<file path="config.mk">
export PLATFORM = sky130hd
export DESIGN_NAME = stream2bft_tx
export DESIGN_NICKNAME = d
export VERILOG_FILES = /design/src/rtl/bft_pkg.sv /design/src/rtl/bft_credit_counter.sv /design/src/rtl/stream2bft_tx.sv
export SDC_FILE = /design/constraint.sdc
export NUM_CORES = 1
export LEC_CHECK = 0
export CAP_MARGIN = 10
export CORE_MARGIN = 2
export CORE_UTILIZATION = 47
export DETAILED_ROUTE_END_ITERATION = 8
export HOLD_SLACK_MARGIN = 0.02
export PLACE_DENSITY = 0.88
export SETUP_SLACK_MARGIN = 0.1
export SLEW_MARGIN = 15
export SYNTH_ARGS = -nofsm -noshare
export SYNTH_HDL_FRONTEND = slang
export SYNTH_HIERARCHICAL = 1
export SYNTH_SLANG_ARGS = --single-unit
</file>
<file path="constraint.sdc">
create_clock -name clk -period 4.8 [get_ports clk]
set_input_delay 0.96 -clock clk [delete_from_list [all_inputs] [get_ports clk]]
set_output_delay 0.96 -clock clk [all_outputs]
set_load 0.01 [all_outputs]
</file>
<file path="src/rtl/bft_pkg.sv">
// Shared BFT definitions: packet field positions/widths for the default
// 49-bit packet, the control-port address and the transmitter FSM states.
package bft_pkg;

  localparam int BFT_PACKET_W    = 49;
  localparam int BFT_PAYLOAD_W   = 32;
  localparam int BFT_ADDR_W      = 7;
  localparam int BFT_PORT_W      = 4;
  localparam int BFT_LEAF_W      = 4;

  localparam int BFT_PAYLOAD_LSB = 0;
  localparam int BFT_ZERO_POS    = 32;
  localparam int BFT_SEQ_LSB     = 33;
  localparam int BFT_PORT_LSB    = 40;
  localparam int BFT_LEAF_LSB    = 44;
  localparam int BFT_VALID_POS   = 48;

  localparam int BFT_CTRL_PORT   = 0;

  typedef enum logic [1:0] {
    ST_SEND        = 2'd0,
    ST_WAIT_CREDIT = 2'd1,
    ST_REPLAY      = 2'd2
  } bft_state_e;

endpackage

</file>
<file path="src/rtl/bft_credit_counter.sv">
// Saturating receiver-credit counter: one slot consumed per accepted word,
// returned slots added in the same cycle, never above INIT.
module bft_credit_counter #(
  parameter int W    = 8,
  parameter int INIT = 128
) (
  input  logic         clk,
  input  logic         reset_n,
  input  logic         dec,
  input  logic [W-1:0] inc,
  output logic [W-1:0] credit,
  output logic [W-1:0] credit_next
);

  localparam logic [W:0] SAT = (W+1)'(INIT);

  logic [W:0] sum_s;

  // Next credit; one spare bit keeps the sum from wrapping before saturation
  always_comb begin
    sum_s = {1'b0, credit} + {1'b0, inc} - {{W{1'b0}}, dec};
    if (sum_s > SAT) begin
      credit_next = SAT[W-1:0];
    end else begin
      credit_next = sum_s[W-1:0];
    end
  end

  // Credit register
  always_ff @(posedge clk or negedge reset_n) begin
    if (!reset_n) begin
      credit <= SAT[W-1:0];
    end else begin
      credit <= credit_next;
    end
  end

endmodule

</file>
<file path="src/rtl/stream2bft_tx.sv">
// Stream-to-BFT transmitter: packs user words into BFT packets under credit
// flow control, with single-packet replay. Option macro: STREAM2BFT_TX_STATS_EN.
module stream2bft_tx
  import bft_pkg::*;
#(
  parameter int PACKET_BITS   = 49,
  parameter int PAYLOAD_BITS  = 32,
  parameter int NUM_LEAF_BITS = 4,
  parameter int NUM_PORT_BITS = 4,
  parameter int NUM_ADDR_BITS = 7,
  parameter int DEST_LEAF     = 1,
  parameter int DEST_PORT     = 1,
  parameter int SELF_LEAF     = 0,
  parameter int CREDIT_INIT   = 128
) (
  input  logic                    clk,
  input  logic                    reset_n,
  input  logic [PAYLOAD_BITS-1:0] din,
  input  logic                    din_ap_vld,
  output logic                    din_ap_ack,
  input  logic [PACKET_BITS-1:0]  din_leaf_bft2interface,
  output logic [PACKET_BITS-1:0]  dout_leaf_interface2bft,
`ifdef STREAM2BFT_TX_STATS_EN
  output logic [31:0]             pkt_count,
`endif
  input  logic                    resend
);

  localparam int CW        = NUM_ADDR_BITS + 1;
  localparam int VALID_POS = PACKET_BITS - 1;
  localparam int LEAF_LSB  = VALID_POS - NUM_LEAF_BITS;
  localparam int PORT_LSB  = LEAF_LSB - NUM_PORT_BITS;

  logic                     run_r;
  bft_state_e               state_r;
  bft_state_e               state_next_s;
  logic [NUM_ADDR_BITS-1:0] seq_r;
  logic [PACKET_BITS-1:0]   last_pkt_r;
  logic [PACKET_BITS-1:0]   dout_r;
  logic [PACKET_BITS-1:0]   new_pkt_s;
  logic                     sent_r;
  logic                     accept_s;
  logic                     replay_s;
  logic [CW-1:0]            ret_s;
  logic [CW-1:0]            credit_s;
  logic [CW-1:0]            credit_next_s;
  logic                     unused_ok_s;

  // Reset release is retimed to clk; nothing is accepted until this flop rises
  always_ff @(posedge clk or negedge reset_n) begin
    if (!reset_n) begin
      run_r <= 1'b0;
    end else begin
      run_r <= 1'b1;
    end
  end

  // Credit-return decode: valid packet addressed to our leaf's control port
  always_comb begin
    if (din_leaf_bft2interface[VALID_POS] &&
        din_leaf_bft2interface[LEAF_LSB +: NUM_LEAF_BITS] == NUM_LEAF_BITS'(SELF_LEAF) &&
        din_leaf_bft2interface[PORT_LSB +: NUM_PORT_BITS] == NUM_PORT_BITS'(BFT_CTRL_PORT)) begin
      ret_s = din_leaf_bft2interface[CW-1:0];
    end else begin
      ret_s = CW'(0);
    end
  end

  assign unused_ok_s = ^din_leaf_bft2interface[PORT_LSB-1:CW];

  assign replay_s   = run_r & resend & sent_r;
  assign accept_s   = run_r & din_ap_vld & ~resend & (state_r == ST_SEND) &
                      (credit_s != CW'(0));
  assign din_ap_ack = accept_s;
  assign new_pkt_s  = {1'b1, NUM_LEAF_BITS'(DEST_LEAF), NUM_PORT_BITS'(DEST_PORT),
                       seq_r, 1'b0, din};

  bft_credit_counter #(
    .W    (CW),
    .INIT (CREDIT_INIT)
  ) u_credit (
    .clk         (clk),
    .reset_n     (reset_n),
    .dec         (accept_s),
    .inc         (ret_s),
    .credit      (credit_s),
    .credit_next (credit_next_s)
  );

  // FSM next state; a replay request overrides whatever state we are in
  always_comb begin
    state_next_s = state_r;
    if (replay_s) begin
      state_next_s = ST_REPLAY;
    end else begin
      case (state_r)
        ST_SEND, ST_REPLAY: begin
          if (credit_next_s == CW'(0)) begin
            state_next_s = ST_WAIT_CREDIT;
          end else begin
            state_next_s = ST_SEND;
          end
        end
        ST_WAIT_CREDIT: begin
          if (credit_next_s != CW'(0)) begin
            state_next_s = ST_SEND;
          end else begin
            state_next_s = ST_WAIT_CREDIT;
          end
        end
        default: state_next_s = ST_SEND;
      endcase
    end
  end

  // Packet datapath: new word, replay of the last packet, or idle zeros
  always_ff @(posedge clk or negedge reset_n) begin
    if (!reset_n) begin
      state_r    <= ST_SEND;
      seq_r      <= NUM_ADDR_BITS'(0);
      last_pkt_r <= PACKET_BITS'(0);
      sent_r     <= 1'b0;
      dout_r     <= PACKET_BITS'(0);
    end else begin
      state_r <= state_next_s;
      if (accept_s) begin
        seq_r      <= seq_r + NUM_ADDR_BITS'(1);
        last_pkt_r <= new_pkt_s;
        sent_r     <= 1'b1;
        dout_r     <= new_pkt_s;
      end else if (replay_s) begin
        dout_r <= last_pkt_r;
      end else begin
        dout_r <= PACKET_BITS'(0);
      end
    end
  end

  assign dout_leaf_interface2bft = dout_r;

`ifdef STREAM2BFT_TX_STATS_EN
  logic [31:0] pkt_count_r;

  // Emitted-packet counter, replays included
  always_ff @(posedge clk or negedge reset_n) begin
    if (!reset_n) begin
      pkt_count_r <= 32'd0;
    end else if (accept_s || replay_s) begin
      pkt_count_r <= pkt_count_r + 32'd1;
    end else begin
      pkt_count_r <= pkt_count_r;
    end
  end

  assign pkt_count = pkt_count_r;
`endif

endmodule

</file>
==> flow_summary.ini, run 1 <==
[placed_design]
gp_congestion = 0.862
post_dp_cell_area_sq_um = 5480
place_inst = 544
portBuffers = 95
dp_slack_ns = -0.317
hpwlAfterDp_microns = 5810

[critical_path]
r2r-start = state_r[0]
arrival_ns = 4.82
start_kind = input pin
end_kind = flip-flop
path_max_fanout = 7
reg2reg_slack_ns = 0.89
crit_type = input pin to flip-flop
r2r-end = state_r[0]
required_ns = 5.04
worstSetupStartpoint = din_leaf_bft2interface[41]
worstSetupEndpoint = state_r[0]
r2r_cells = 15

[clock_tree]
clock_sinks = 98
cts_hold_buffers = 0
clockBufferDepth = 2
cts_tree = done
cts_buffers = 9
root_buffer = clkbuf_8
insertion_delay_ns = 0.36
htreeDepth = 3
clk_pin_slew_ns = 0.08
post_cts_buffers = 0

[sta]
max-slew-margin-rel = 0.417
fin_setup_tns_ns = 0
worstMarginPinSlew_ns = 0.874
rsz0062_at_grt = true
setup_slack_ns = 0.224
finalCriticalPeriod_ns = 4.58
period_share = 0.953
fin_worst_skew_ns = 0.00672
clock.fmax_mhz = 219
slew_viol_final = 0
hold_viol = 0
hold_ws_ns = 0.478
setup_violations = 0

[floorplan]
die_w_microns = 101
coreArea_sq_um = 9150
rows = 35
die_area_sq_um = 10100
start_util = 0.480
die_h_microns = 101
ios = 135

[cells_and_area]
area_growth_pct = 30.0
final_util = 0.624
final_common_cell = dfrtp_1
n_antenna_cell = 0
final_cells = 560
final_cell_mix = dfrtp_1 (97), clkdlybuf4s50_1 (94), mux2_2 (40)
final_cell_area_sq_um = 5710
fin_nets = 547
drive_gt1_frac = 0.218
fillers = 695

[logic_synthesis]
ys_ff_latch = 98
ys.flop_type = dfrtp_1
yosys_warnings = 6
synth_cell_types = 44
syn_area_per_cell_sq_um = 13.0
synth-async-reset-ratio = 1.00
synth_edf_count = 0
synthCells = 339
synth_area_sq_um = 4390
synth_seq_area_share = 0.559

[run_status]
status = completed

[power_and_ir_drop]
powerDensity_nw_per_um2 = 536
peakVddDrop_mv = 0.249
p_leak_nw = 2.58
power_mw = 3.06

[routing]
vias_per_cell = 5.09
vias = 2853
firstDrtPassIters = 4
route.detailed.drc = 0
drt-wirelength-per-cell_microns = 14.7
wl_microns = 8220
postRouteAntennaNets = 0
drt_iter0_markers = 75

[job]
cap_violations = 0

[global_routing]
use_met3 = 0.0472
grt_pass1_vias = 2911
use_met2 = 0.296
overflow = 0
top_usage_layer = met2
antenna_found_initial = 0
grt_pass1_wl_microns = 13300
track_usage = 0.169
grt_max_degree = 89
grt_util_met1 = 0.192

[min_path]
hold_class = flip-flop to flip-flop
## what timing repair did
item | in CTS | in global routing
cloned | 0 | 0
endpoints found under the setup margin | 1 | 2
pin swaps | 1 | 0
resized for setup | 1 | 4
## worst max-delay path: stages
cell and delay (ns):
clkdlybuf4s50_1 0.44, nor4_2 0.32, nand3b_1 0.13, nor4_2 0.16, buf_4 0.18, and2_1 0.13, inv_1 0.04, ha_1 0.32
inv_1 0.05, ha_1 0.30, a21o_1 0.21, a21oi_1 0.17, xor2_1 0.10, and4b_1 0.20, a41oi_2 0.26, nor2_1 0.09
or4_1 0.52, a2111oi_2 0.22
## cell usage after synthesis (2+ instances only)
cell type | count | share of area
or2_2 | 3 | 0.0043
dfrtp_1 | 97 | 0.55
a21o_1 | 4 | 0.0068
or4_1 | 2 | 0.0034
a21oi_1 | 4 | 0.0046
xor2_1 | 3 | 0.0060
buf_4 | 10 | 0.017
nand3_1 | 4 | 0.0046
and3_1 | 3 | 0.0043
a21oi_2 | 2 | 0.0040
clkbuf_1 | 6 | 0.0051
nand2_1 | 4 | 0.0034
and2_1 | 8 | 0.011
a22o_1 | 39 | 0.078
inv_1 | 35 | 0.030
nand4_1 | 5 | 0.0071
conb_1 | 2 | 0.0017
mux2_2 | 40 | 0.10
xnor2_1 | 7 | 0.014
nand2b_1 | 2 | 0.0028
nor4_1 | 4 | 0.0057
buf_6 | 7 | 0.018
nor2_1 | 10 | 0.0085
ha_1 | 17 | 0.048
buf_2 | 2 | 0.0023
## registers in the layout, indices dropped and copies added, names as in the netlist
signal and count:
dout_leaf_interface2bft 40, last_pkt_r 39, u_credit/credit 8, seq_r 7, state_r 2, run_r 1, sent_r 1
## layer usage
metal	wire, microns	vias to the layer above
li1	-	1373
met1	3350	1394
met2	4300	71
met3	373	15
met4	197	0
met5	0	-
## cells by family (layout without fill, tap and decap cells)
family          count (synthesis)  count (layout)  share of synthesized area
other cells                     2               8                    0.00171
simple gates                   52              52                     0.0704
mux                            41              41                      0.105
flops                          98              98                      0.559
buf+inv                        60             164                     0.0724
fa+ha+maj                      18              18                     0.0530
compound gates                 57              57                      0.115
xor+xnor                       11              11                     0.0236
## area by class of cell
type / count / area, sq um / area share
sequential: 98 / 2450 / 0.430
inverter: 35 / 131 / 0.0230
tap: 111 / 139 / 0.0243
multi-input combinational: 187 / 1690 / 0.297
timing repair buffer: 113 / 1090 / 0.190
clock buffer: 11 / 141 / 0.0248
clock inverter: 5 / 63.8 / 0.0112
## worst min-delay path by stage
stage	slack, ns	startpoint	cells after the start	end
4_1_cts	0.48	state_r[1]	1	state_r[0]
5_1_grt	0.50	state_r[0]	1	state_r[0]
3_3_place_gp	0.45	sent_r	1	sent_r
2_1_floorplan	0.43	sent_r	1	sent_r
6_report	0.48	state_r[0]	1	state_r[0]
3_5_place_dp	0.46	sent_r	1	sent_r
## report_power, final
| part | total [mW] | internal [mW] | switching, mW |
|---|---|---|---|
| Clock | 0.529 | 0.258 | 0.271 |
| Combinational | 1.31 | 0.727 | 0.580 |
| Sequential | 1.23 | 1.09 | 0.135 |
| Total | 3.06 | 2.07 | 0.986 |
(Power assumes the default switching activity.)
==> run 2: changes to the inputs <==
CORE_MARGIN = unset   (was 2)
==> flow_summary.ini, run 2 (synthesis gave the netlist of run 1 again) <==
[clock_tree]
cts_buffers = 9
insertion_delay_ns = 0.35
clk_pin_slew_ns = 0.09
cts_tree = done
root_buffer = clkbuf_8
cts_hold_buffers = 0
htreeDepth = 3
clock_sinks = 98
clockBufferDepth = 2

[sta]
setup_violations = 0
hold_viol = 0
clock.fmax_mhz = 214
fin_worst_skew_ns = 0.0119
slew_viol_final = 0
max-slew-margin-rel = 0.429
rsz0062_at_grt = true
worstMarginPinSlew_ns = 0.857
period_share = 0.972
finalCriticalPeriod_ns = 4.67

[floorplan]
die_w_microns = 98.7
die_area_sq_um = 9730
coreArea_sq_um = 8890
die_h_microns = 98.7
rows = 34
ios = 135
start_util = 0.494

[job]
cap_violations = 0

[cells_and_area]
area_growth_pct = 31.4
n_antenna_cell = 0
fin_nets = 549
final_cell_mix = dfrtp_1 (97), clkdlybuf4s50_1 (94), mux2_2 (40)
final_common_cell = dfrtp_1
drive_gt1_frac = 0.244
final_util = 0.649
final_cell_area_sq_um = 5770
largest_register_ff_count = 40

[placed_design]
post_dp_cell_area_sq_um = 5460
portBuffers = 95
hpwlAfterDp_microns = 5660
gp_congestion = 0.869

[power_and_ir_drop]
p_int_mw = 2.07
power_frac_seq = 0.392
powerDensity_nw_per_um2 = 544
pwr-share-comb = 0.462
p_sw_frac = 0.340
clkPwrFrac = 0.147
peakVddDrop_mv = 0.277
p_leak_nw = 2.57
power_switching_mw = 1.07

[routing]
firstDrtPassIters = 6
vias = 2879
drt-wirelength-per-cell_microns = 15.0
wl_microns = 8390
vias_per_cell = 5.16
postRouteAntennaNets = 0
drt_iter0_markers = 92
route.detailed.drc = 0

[global_routing]
grt_pass1_vias = 2854
antenna_found_initial = 0
grt_pass1_wl_microns = 13400
track_usage = 0.174
grt_max_degree = 89
overflow = 0

[critical_path]
end_kind = flip-flop
r2r_cells = 15
cpMostUsedCell = ha_4
reg2reg_slack_ns = 0.76
slowest_delay_ns = 0.55
r2r-start = state_r[0]
r2r-end = state_r[0]
cp_cell_sequence = clkdlybuf4s50_1 -> or4b_4 -> a211oi_4 -> ha_4 -> inv_1 -> ha_4 -> inv_2 -> fa_2 -> nand2b_4 -> a21o_1 -> a32oi_2 -> xnor2_2 -> nand2_2 -> nor2_2 -> or4_4 -> a2111oi_4
start_kind = input pin
required_ns = 5.05
arrival_ns = 4.91
slowest_stage = or4_4
crit_type = input pin to flip-flop
path_max_fanout = 6

[min_path]
holdPathEnd = sent_r
worst_hold_path.num_cells = 1
hold_class = flip-flop to flip-flop
hp-start = sent_r

[run_status]
status = completed
## run 2: cell type report
type	instances	area (sq um)
Sequential cell	98	2450
Multi-Input combinational cell	187	1780
Timing Repair Buffer	115	1100
Clock buffer	10	128
Fill cell	666	3120
Tap cell	108	135
Clock inverter	5	40.0
Inverter	35	131
## run 2: worst max-delay path by stage
stage,startpoint,to,slack (ns),cells after the start
2_1_floorplan,resend,state_r[0],0.10,16
3_3_place_gp,resend,state_r[0],-0.22,16
3_5_place_dp,resend,state_r[0],-0.30,16
4_1_cts,din_leaf_bft2interface[41],state_r[0],0.11,17
5_1_grt,din_leaf_bft2interface[42],state_r[0],-0.02,19
6_report,resend,state_r[0],0.13,16
## run 2: power groups by stage
stage | Combinational [mW] | Clock (mW) | Sequential [mW]
after global routing | 1.56 | 0.510 | 1.27
after global placement | 1.19 | 0 | 1.22
after CTS | 1.24 | 0.476 | 1.23
final | 1.45 | 0.461 | 1.23
after floorplan | 0.815 | 0 | 1.24
after detailed placement | 1.24 | 0 | 1.24
## run 2: stage by stage
stage               total power [mW]  std cells  setup WS (ns)  setup TNS (ns)  hold WS, ns
floorplan                       2.05        345          0.103               0        0.432
global placement                2.41        538         -0.219          -0.219        0.448
detailed placement              2.48        538         -0.304          -0.304        0.447
CTS                             2.95        553          0.114               0        0.477
global route                    3.34        558        -0.0193         -0.0193        0.517
finish                          3.14        558          0.133               0        0.482
## run 2: worst max-delay path: cells and delay by family
kind / cells / cell delay, ns
buffers and inverters: 3 / 0.57
AO/OA/AOI/OAI: 4 / 1.06
adder cells (fa/ha/maj): 3 / 0.74
AND/OR/NAND/NOR: 5 / 1.46
XOR/XNOR: 1 / 0.12
## run 2: timing repair
action                                 in CTS  in global routing
setup buffers                               0                  5
endpoints found under the hold margin       0                  0
pin swaps                                   1                 14
setup endpoints to repair                   2                  2
cloned                                      0                  0
resized for setup                           0                 19
## run 2: metal layers
metal	global-route usage	up-vias	wire, microns
li1	-	1379	-
met3	0.0433	14	314
met4	0.0551	0	146
met2	0.313	72	4430
met5	0	-	0
met1	0.206	1414	3500
